[src/rtl/audio_adc_i2s_receiver_if.sv]
// audio_adc_i2s_receiver_if: stereo sample-pair stream from the I2S receiver to its consumer
//   o_left, o_right  signed two's complement pair, stable while o_valid=1 (master drives)
//   o_valid          a pair is available (master drives)
//   i_ready          consumer takes the pair when o_valid & i_ready (slave drives)
interface audio_adc_i2s_receiver_if #(
    parameter int DATA_W = 16
);
    logic [DATA_W-1:0] o_left;
    logic [DATA_W-1:0] o_right;
    logic              o_valid;
    logic              i_ready;
    modport master (output o_left, output o_right, output o_valid, input i_ready);
    modport slave  (input o_left, input o_right, input o_valid, output i_ready);
endinterface

[src/rtl/audio_adc_i2s_receiver.sv]
// audio_adc_i2s_receiver: oversampling I2S/left-justified ADC receiver issuing one stereo pair per LRCK frame
//   clk, reset          system clock, synchronous active-high reset
//   aud_bclk/lrck/adcdat codec serial pins, asynchronous to clk (BCLK <= clk/4)
//   stream (master)     o_left/o_right/o_valid out, i_ready in
//   o_overrun           sticky: a complete pair was dropped while the previous one was still held
//   o_frame_err         sticky: a slot ended before DATA_W bits arrived
//   i_clr_err           one-cycle pulse clearing both sticky flags (a coincident new error wins)
module audio_adc_i2s_receiver #(
    parameter int DATA_W   = 16,
    parameter bit I2S_MODE = 1'b1,
    parameter bit LEFT_LVL = 1'b0
) (
    input  logic                     clk,
    input  logic                     reset,
    input  logic                     aud_bclk,
    input  logic                     aud_lrck,
    input  logic                     aud_adcdat,
    audio_adc_i2s_receiver_if.master stream,
    output logic                     o_overrun,
    output logic                     o_frame_err,
    input  logic                     i_clr_err
);
    localparam int CW = $clog2(DATA_W + 1);
    typedef enum logic [1:0] {SYNC, SKIP, SHIFT, DONE} state_t;
    state_t            state_q, state_d;
    logic [2:0]        bclk_sync_q, bclk_sync_d, lrck_sync_q, lrck_sync_d;
    logic [1:0]        dat_sync_q, dat_sync_d;
    logic              bclk_rise_q, bclk_rise_d, lr_edge_q, lr_edge_d;
    logic              slot_q, slot_d, bit_q, bit_d;
    logic [CW-1:0]     cnt_q, cnt_d;
    logic [DATA_W-1:0] shreg_q, shreg_d, hold_l_q, hold_l_d;
    logic [DATA_W-1:0] left_q, left_d, right_q, right_d;
    logic              left_ok_q, left_ok_d, valid_q, valid_d;
    logic              overrun_q, overrun_d, frame_err_q, frame_err_d;
    logic              take_bit, slot_end, good, is_left, pair, load;

    // Synchronisers run free of reset so a pin level held through reset is never seen as an edge.
    always_ff @(posedge clk) begin
        bclk_sync_q <= bclk_sync_d;
        lrck_sync_q <= lrck_sync_d;
        dat_sync_q  <= dat_sync_d;
    end

    always_ff @(posedge clk) begin
        if (reset) begin
            state_q     <= SYNC;
            bclk_rise_q <= 1'b0;
            lr_edge_q   <= 1'b0;
            slot_q      <= 1'b0;
            bit_q       <= 1'b0;
            cnt_q       <= '0;
            shreg_q     <= '0;
            hold_l_q    <= '0;
            left_q      <= '0;
            right_q     <= '0;
            left_ok_q   <= 1'b0;
            valid_q     <= 1'b0;
            overrun_q   <= 1'b0;
            frame_err_q <= 1'b0;
        end else begin
            state_q     <= state_d;
            bclk_rise_q <= bclk_rise_d;
            lr_edge_q   <= lr_edge_d;
            slot_q      <= slot_d;
            bit_q       <= bit_d;
            cnt_q       <= cnt_d;
            shreg_q     <= shreg_d;
            hold_l_q    <= hold_l_d;
            left_q      <= left_d;
            right_q     <= right_d;
            left_ok_q   <= left_ok_d;
            valid_q     <= valid_d;
            overrun_q   <= overrun_d;
            frame_err_q <= frame_err_d;
        end
    end

    // An LRCK edge always restarts a slot; a coincident BCLK rise is consumed by the new slot
    // (as its MSB in left-justified mode, as the skipped bit in I2S mode).
    always_comb begin
        state_d = lr_edge_q ? ((I2S_MODE && !bclk_rise_q) ? SKIP : SHIFT)
                : !bclk_rise_q ? state_q
                : state_q == SKIP ? SHIFT
                : (state_q == SHIFT && cnt_q == CW'(DATA_W - 1)) ? DONE
                : state_q;
    end

    always_comb begin
        bclk_sync_d = {bclk_sync_q[1:0], aud_bclk};
        lrck_sync_d = {lrck_sync_q[1:0], aud_lrck};
        dat_sync_d  = {dat_sync_q[0], aud_adcdat};
        bclk_rise_d = bclk_sync_q[1] & ~bclk_sync_q[2];
        lr_edge_d   = lrck_sync_q[1] ^ lrck_sync_q[2];
        slot_d      = lrck_sync_q[2];
        bit_d       = dat_sync_q[1];
        take_bit    = bclk_rise_q & (lr_edge_q ? !I2S_MODE : state_q == SHIFT);
        shreg_d     = take_bit ? {shreg_q[DATA_W-2:0], bit_q} : shreg_q;
        cnt_d       = lr_edge_q ? CW'(take_bit) : cnt_q + CW'(take_bit);
        slot_end    = lr_edge_q && state_q != SYNC;
        good        = slot_end && state_q == DONE;
        is_left     = slot_q == LEFT_LVL;
        hold_l_d    = (good && is_left) ? shreg_q : hold_l_q;
        // left_ok survives only from a clean left slot to the right slot that follows it
        left_ok_d   = slot_end ? (good && is_left) : left_ok_q;
        pair        = good && !is_left && left_ok_q;
        load        = pair && (!valid_q || stream.i_ready);
        left_d      = load ? hold_l_q : left_q;
        right_d     = load ? shreg_q : right_q;
        valid_d     = load || (valid_q && !stream.i_ready);
        overrun_d   = (pair && !load) || (overrun_q && !i_clr_err);
        frame_err_d = (slot_end && !good) || (frame_err_q && !i_clr_err);
    end

    assign stream.o_left  = left_q;
    assign stream.o_right = right_q;
    assign stream.o_valid = valid_q;
    assign o_overrun      = overrun_q;
    assign o_frame_err    = frame_err_q;
endmodule

[src/flat_wrapper.sv]
// flat-port wrapper written by rule: the top's interface ports become plain ports
module audio_adc_i2s_receiver_flat 
#(
    parameter int DATA_W   = 16,
    parameter bit I2S_MODE = 1'b1,
    parameter bit LEFT_LVL = 1'b0
)
  (clk, reset, aud_bclk, aud_lrck, aud_adcdat, o_overrun, o_frame_err, i_clr_err, stream_o_left, stream_o_right, stream_o_valid, stream_i_ready);
  audio_adc_i2s_receiver_if #(.DATA_W(DATA_W)) stream_i ();
  input  logic clk;
  input  logic reset;
  input  logic aud_bclk;
  input  logic aud_lrck;
  input  logic aud_adcdat;
  output logic o_overrun;
  output logic o_frame_err;
  input  logic i_clr_err;
  output wire logic [$bits(stream_i.o_left)-1:0] stream_o_left;
  output wire logic [$bits(stream_i.o_right)-1:0] stream_o_right;
  output wire logic [$bits(stream_i.o_valid)-1:0] stream_o_valid;
  input wire logic [$bits(stream_i.i_ready)-1:0] stream_i_ready;
  assign stream_o_left = stream_i.o_left;
  assign stream_o_right = stream_i.o_right;
  assign stream_o_valid = stream_i.o_valid;
  assign stream_i.i_ready = stream_i_ready;
  audio_adc_i2s_receiver #(.DATA_W(DATA_W), .I2S_MODE(I2S_MODE), .LEFT_LVL(LEFT_LVL)) u_core (.clk(clk), .reset(reset), .aud_bclk(aud_bclk), .aud_lrck(aud_lrck), .aud_adcdat(aud_adcdat), .stream(stream_i), .o_overrun(o_overrun), .o_frame_err(o_frame_err), .i_clr_err(i_clr_err));
endmodule
[config.mk]
export PLATFORM = sky130hd
export DESIGN_NAME = audio_adc_i2s_receiver_flat
export DESIGN_NICKNAME = d
export VERILOG_FILES = /design/src/rtl/audio_adc_i2s_receiver_if.sv /design/src/rtl/audio_adc_i2s_receiver.sv /design/src/flat_wrapper.sv
export SDC_FILE = /design/constraint.sdc
export NUM_CORES = 1
export LEC_CHECK = 0
export ABC_AREA = 1
export BUFFER_PORTS_ARGS = -buffer_cell sky130_fd_sc_hd__buf_2
export CAP_MARGIN = 15
export CORE_MARGIN = 2
export CORE_UTILIZATION = 35
export CTS_BUF_LIST = sky130_fd_sc_hd__clkbuf_2
export DETAILED_ROUTE_END_ITERATION = 12
export PLACE_DENSITY_LB_ADDON = 0.08
export REMOVE_ABC_BUFFERS = 1
export SLEW_MARGIN = 40
export SYNTH_ARGS = -nofsm -noshare
export SYNTH_HDL_FRONTEND = slang
export SYNTH_SLANG_ARGS = --single-unit
[constraint.sdc]
create_clock -name clk -period 5.2 [get_ports clk]
set_clock_uncertainty 0.15 [all_clocks]
set_input_delay 0.78 -clock clk [delete_from_list [all_inputs] [get_ports clk]]
set_output_delay 0.78 -clock clk [all_outputs]
set_load 0.005 [all_outputs]
; ---- After elaboration in Yosys (flattened, before gate mapping)
; Cells that the tools add are included.
[word_totals]
ff_bits = 87
wordCells = 61
output_inout_bits = 35
[op_classes]
reduce_logical = 26
bitwise_logic = 5
n_eq_ne = 4
add_sub_neg = 1
n_mux = 7
[op_table]
columns = cell, count
row1 = logical AND 1 bit, 12
row2 = 2-to-1 mux 2 bit, 5
row3 = adder 5 x 1 -> 5 bit, 1
row4 = "equality test 5 x 4 -> 1 bit, second input constant", 1
row5 = zero test 1 bit, 5
row6 = "equality test 2 bit, second input constant", 2
row7 = logical OR 1 bit, 4
row8 = nonzero test 2 bit, 2
row9 = nonzero test 3 bit, 1
row10 = AND 1 bit, 2
row11 = "equality test 2 x 1 -> 1 bit, second input constant", 1
row12 = 2-to-1 mux 1 bit, 2
row13 = NOT 1 bit, 2
row14 = AND reduction 2 bit, 1
row15 = OR reduction 2 bit, 1
row16 = bitwise XOR 1 bit, 1

; ---- Depth between registers and ports, before layout
[depth]
depth_word = 9
mapped_depth = 9
depth_no_buf = 8

; ---- Worst setup path after synthesis
; OpenSTA, ideal clock, no wires.
[synth_path]
path_type = reg-to-reg
startpoint = reg u_core.state_q[0]
endpoint = reg u_core.cnt_q[4]
path_stages_with_launch = 10
arrival_time_ps = 1477
setup_ps = 114
path_slack_ps = 3459
n_path_buf = 1
t_required_ps = 4936
path_cell_list = dfxtp_1 inv_2 nand2_1 nor3_4 buf_2 ha_1 ha_1 nand3_1 xor2_1 nor2_1
[synth_via]
elab_chain_len = 4
[synth_rtl]
columns = element, line
row1 = from (decl), audio_adc_i2s_receiver.sv:25  ; state_t state_q, state_d;
row2 = from (signal assigned), audio_adc_i2s_receiver.sv:61  ; state_q <= state_d;
row3 = equality test 2 bit, audio_adc_i2s_receiver.sv:96  ; take_bit = bclk_rise_q & (lr_edge_q ? !I2S_MODE : state_q == SHIFT);
row4 = 2-to-1 mux 1 bit, audio_adc_i2s_receiver.sv:96
row5 = AND 1 bit, audio_adc_i2s_receiver.sv:96
row6 = net u_core.take_bit, audio_adc_i2s_receiver.sv:35  ; logic take_bit, slot_end, good, is_left, pair, load;
row7 = adder 5 x 1 -> 5 bit, audio_adc_i2s_receiver.sv:98  ; cnt_d = lr_edge_q ? CW'(take_bit) : cnt_q + CW'(take_bit);
row8 = to (signal assigned), audio_adc_i2s_receiver.sv:66  ; cnt_q <= cnt_d;
row9 = to (decl), audio_adc_i2s_receiver.sv:30  ; logic [CW-1:0] cnt_q, cnt_d;
; The timed path passes the listed nets, and every way through them passes these cells.
; A chain may end at the register's enable or synchronous reset.

; ---- Worst setup path after layout
[layout_path]
startpoint = reg u_core.state_q[0]
endpoint = reg u_core.cnt_q[4]
[layout_via]
elab_chain_len = 4
[layout_rtl]
columns = element, line
row1 = equality test 2 bit, audio_adc_i2s_receiver.sv:96
row2 = 2-to-1 mux 1 bit, audio_adc_i2s_receiver.sv:96
row3 = AND 1 bit, audio_adc_i2s_receiver.sv:96
row4 = adder 5 x 1 -> 5 bit, audio_adc_i2s_receiver.sv:98
; Every way passes these cells.

==> flow_summary.yaml <==
run_status:
  status: "complete, no violations"
synthesis:
  netlist_instances: 367
  ys_seq_area_share_pct: 56.4
  synth_edf_count: 0
  yosysWarnings: 0
  synth_area_per_cell_um2: 8.42
  async_reset_ff_share_pct: 0
  yosys_most_used_dff: "dfxtp_1"
  synth_area_um2: 3090
  synth_cell_types: 26
  ys_seq_elements: 87
floorplanning:
  core_um2: 8640
  ios: 42
  dieHeight_um: 98.0
  initial_core_util_pct: 35.8
  die_area_um2: 9600
  dieWidth_um: 98.0
  fp-row-count: 34
clock_tree:
  h-tree-depth: 3
  cts-hold-fix-buffers: 0
  clkLatencyLatePin_ns: 0.48
  cts_resized: 0
  postCtsSetupRepairBufs: 0
  numCtsBuffers: 9
  clock-root-buffer: "clkbuf_2"
  numClockSinks: 87
  clockBufferDepth: 2
  clkTransAtPathRegs_ns: 0.21
  cts_tree: "built"
critical_path:
  slowest_delay_ns: 0.54
  timing.rr.end: "u_core.cnt_q[4]$_SDFF_PP0_"
  r2r_setup_slack_ns: 3.11
  startpoint_type: "flop"
  path_common_cell: "ha_1"
  setup.worst_path.end: "u_core.cnt_q[4]$_SDFF_PP0_"
  cp-startpoint: "u_core.state_q[0]$_SDFFE_PP0P_"
  path_class: "reg2reg"
  cp.required_ns: 5.46
  r2r_start: "u_core.state_q[0]$_SDFFE_PP0P_"
  endpoint_kind: "flop"
  critPathMaxFanout: 18
  path_cells: "inv_2 > nand2_1 > nor3_4 > ha_1 > ha_1 > nand3_1 > xor2_1 > nor2_1"
  reg2regPathDepth: 8
  cp.arrival_ns: 2.35
  cpMaxStageDelayCell: "nor3_4"
placed_design:
  dpl.cell_count: 499
  place_congestion: 0.699
  hpwl_um: 3520
  io_buffers: 41
final_layout:
  mostFrequentLayoutCells: "dfxtp_1, nor2_1, o21ai_0, inv_1, buf_2"
  stdcell_count: 515
  register_area_um2: 1740
  multi_input_area_um2: 1060
  mostFrequentLayoutCell: "dfxtp_1"
  fin_nets: 411
  antenna-diode-count: 0
  drive_gt1_share_pct: 18.9
  syn_to_final_growth_pct: 10.7
  nFillCells: 947
routing:
  ant_nets: 0
  drt-total-wl_um: 5730
  drt_iter0_markers: 65
  via_count: 2337
  vias_per_cell: 4.54
  wire_per_inst_um: 11.1
  first_pass_iters: 4
  drc: 0
timing:
  maxSlewHeadroom_pct: 51.7
  fin_hold_ws_ns: 0.199
  slew_violations: 0
  period_needed_ns: 2.09
  setup_tns_ns: 0
  setup_violations: 0
  rsz0062_at_grt: "false"
  max_freq_mhz: 479
  tightest_slew_ns: 0.724
  fin_crit_sh_pct: 40.1
  final_hold_viol_count: 0
global_route:
  grt_max_degree: 65
  antenna_found_initial: 0
  grt_pass1_wl_um: 9800
  grt_pass1_vias: 2130
  track_usage_pct: 12.6
  grt_overflow_total: 0
power_and_ir_drop:
  power.leakage_uw: 0.00154
  power.density_nw_per_um2: 290
  vdd.ir_drop.worst_uv: 146
hold_path:
  worstHoldPathType: "reg2reg"
  holdPathStages: 0
flow_run:
  maxCapViolCount: 0
final cells by class:
cell class | count | share of cell area (%)
Sequential cell | 87 | 50.9
Tap cell | 108 | 3.95
Multi-Input combinational cell | 213 | 30.9
Inverter | 49 | 5.59
Clock inverter | 3 | 0.585
Clock buffer | 13 | 1.90
Timing Repair Buffer | 42 | 6.22
state kept, by name, indices dropped and copies added, names as in the netlist:
| register | flops |
|---|---|
| u_core.hold_l_q | 16 |
| u_core.shreg_q | 16 |
| u_core.stream.o_left | 16 |
| u_core.stream.o_right | 16 |
| u_core.cnt_q | 5 |
| u_core.bclk_sync_q | 3 |
| u_core.lrck_sync_q | 3 |
| u_core.dat_sync_q | 2 |
| u_core.state_q | 2 |
| u_core.bclk_rise_q | 1 |
| u_core.bit_q | 1 |
| u_core.left_ok_q | 1 |
| u_core.lr_edge_q | 1 |
| u_core.o_frame_err | 1 |
| u_core.o_overrun | 1 |
| u_core.slot_q | 1 |
| u_core.stream.o_valid | 1 |
worst min path at each step:
| stage | from | slack (ns) | to |
|---|---|---|---|
| after floorplan | u_core.bclk_sync_q[0]$_DFF_P_ | 0.16 | u_core.bclk_sync_q[1]$_DFF_P_ |
| after global placement | u_core.bclk_sync_q[0]$_DFF_P_ | 0.16 | u_core.bclk_sync_q[1]$_DFF_P_ |
| after detailed placement | u_core.lrck_sync_q[0]$_DFF_P_ | 0.16 | u_core.lrck_sync_q[1]$_DFF_P_ |
| after CTS | aud_lrck | 0.17 | u_core.lrck_sync_q[0]$_DFF_P_ |
| after global routing | aud_adcdat | 0.14 | u_core.dat_sync_q[0]$_DFF_P_ |
| final | u_core.lrck_sync_q[0]$_DFF_P_ | 0.20 | u_core.lrck_sync_q[1]$_DFF_P_ |
synthesized netlist by cell type (2+ instances only):
library cell	number	area share, %
nor2_2	9	1.8
nor2_1	66	8.0
dfxtp_1	87	56
ha_1	2	0.81
nand3_1	2	0.32
inv_1	44	5.3
clkbuf_1	7	0.85
a21oi_1	40	6.5
inv_2	3	0.36
nand2_1	19	2.3
xnor2_1	2	0.57
o21ai_1	8	1.3
nor2_8	2	1.3
o21ai_0	58	9.4
buf_2	7	1.1
logic make-up (layout without fill, tap and decap cells):
kind of cell,after synthesis,in the layout,synth area share [%]
and+or+nand+nor,101,101,15.1
buffers and inverters,67,107,9.47
adders and majority gates,2,2,0.810
DFF,87,87,56.4
AOI/OAI and AO/OA,107,107,17.4
xor gates and xnor gates,3,3,0.850
report_power, final:
group	internal [uW]	total, uW	switching [uW]
Combinational	9.30	28.6	19.3
Clock	70.2	284	214
Sequential	675	680	4.77
Total	755	993	238
worst max-delay path, delay by kind of cell, from the launching register on:
family | cells | cell delay, ns
buffers and inverters | 1 | 0.07
xor gates and xnor gates | 1 | 0.15
and+or+nand+nor | 4 | 0.78
DFF | 1 | 0.38
adders and majority gates | 2 | 0.49
per-layer routing:
layer  vias to the layer above  global-route usage, %  part of all wire (%)
li1                       1236                      -                     -
met1                      1059                   16.0                    51
met2                        34                   20.0                    45
met3                         8                   3.15                   3.3
met4                         0                   6.09                   1.3
met5                         -                      0                     0
through the flow:
step / utilization (%) / cell area, um^2 / setup slack [ns] / total power [uW]
after global routing: 39.6 / 3420 / 2.91 / 1050
final: 39.6 / 3420 / 3.11 / 993
after detailed placement: 38.6 / 3340 / 2.69 / 722
after CTS: 39.6 / 3420 / 3.06 / 1010
after floorplan: - / 2990 / 3.20 / 712
after global placement: 38.6 / 3340 / 2.74 / 722
No activity file was read; power rests on OpenSTA's default activity.
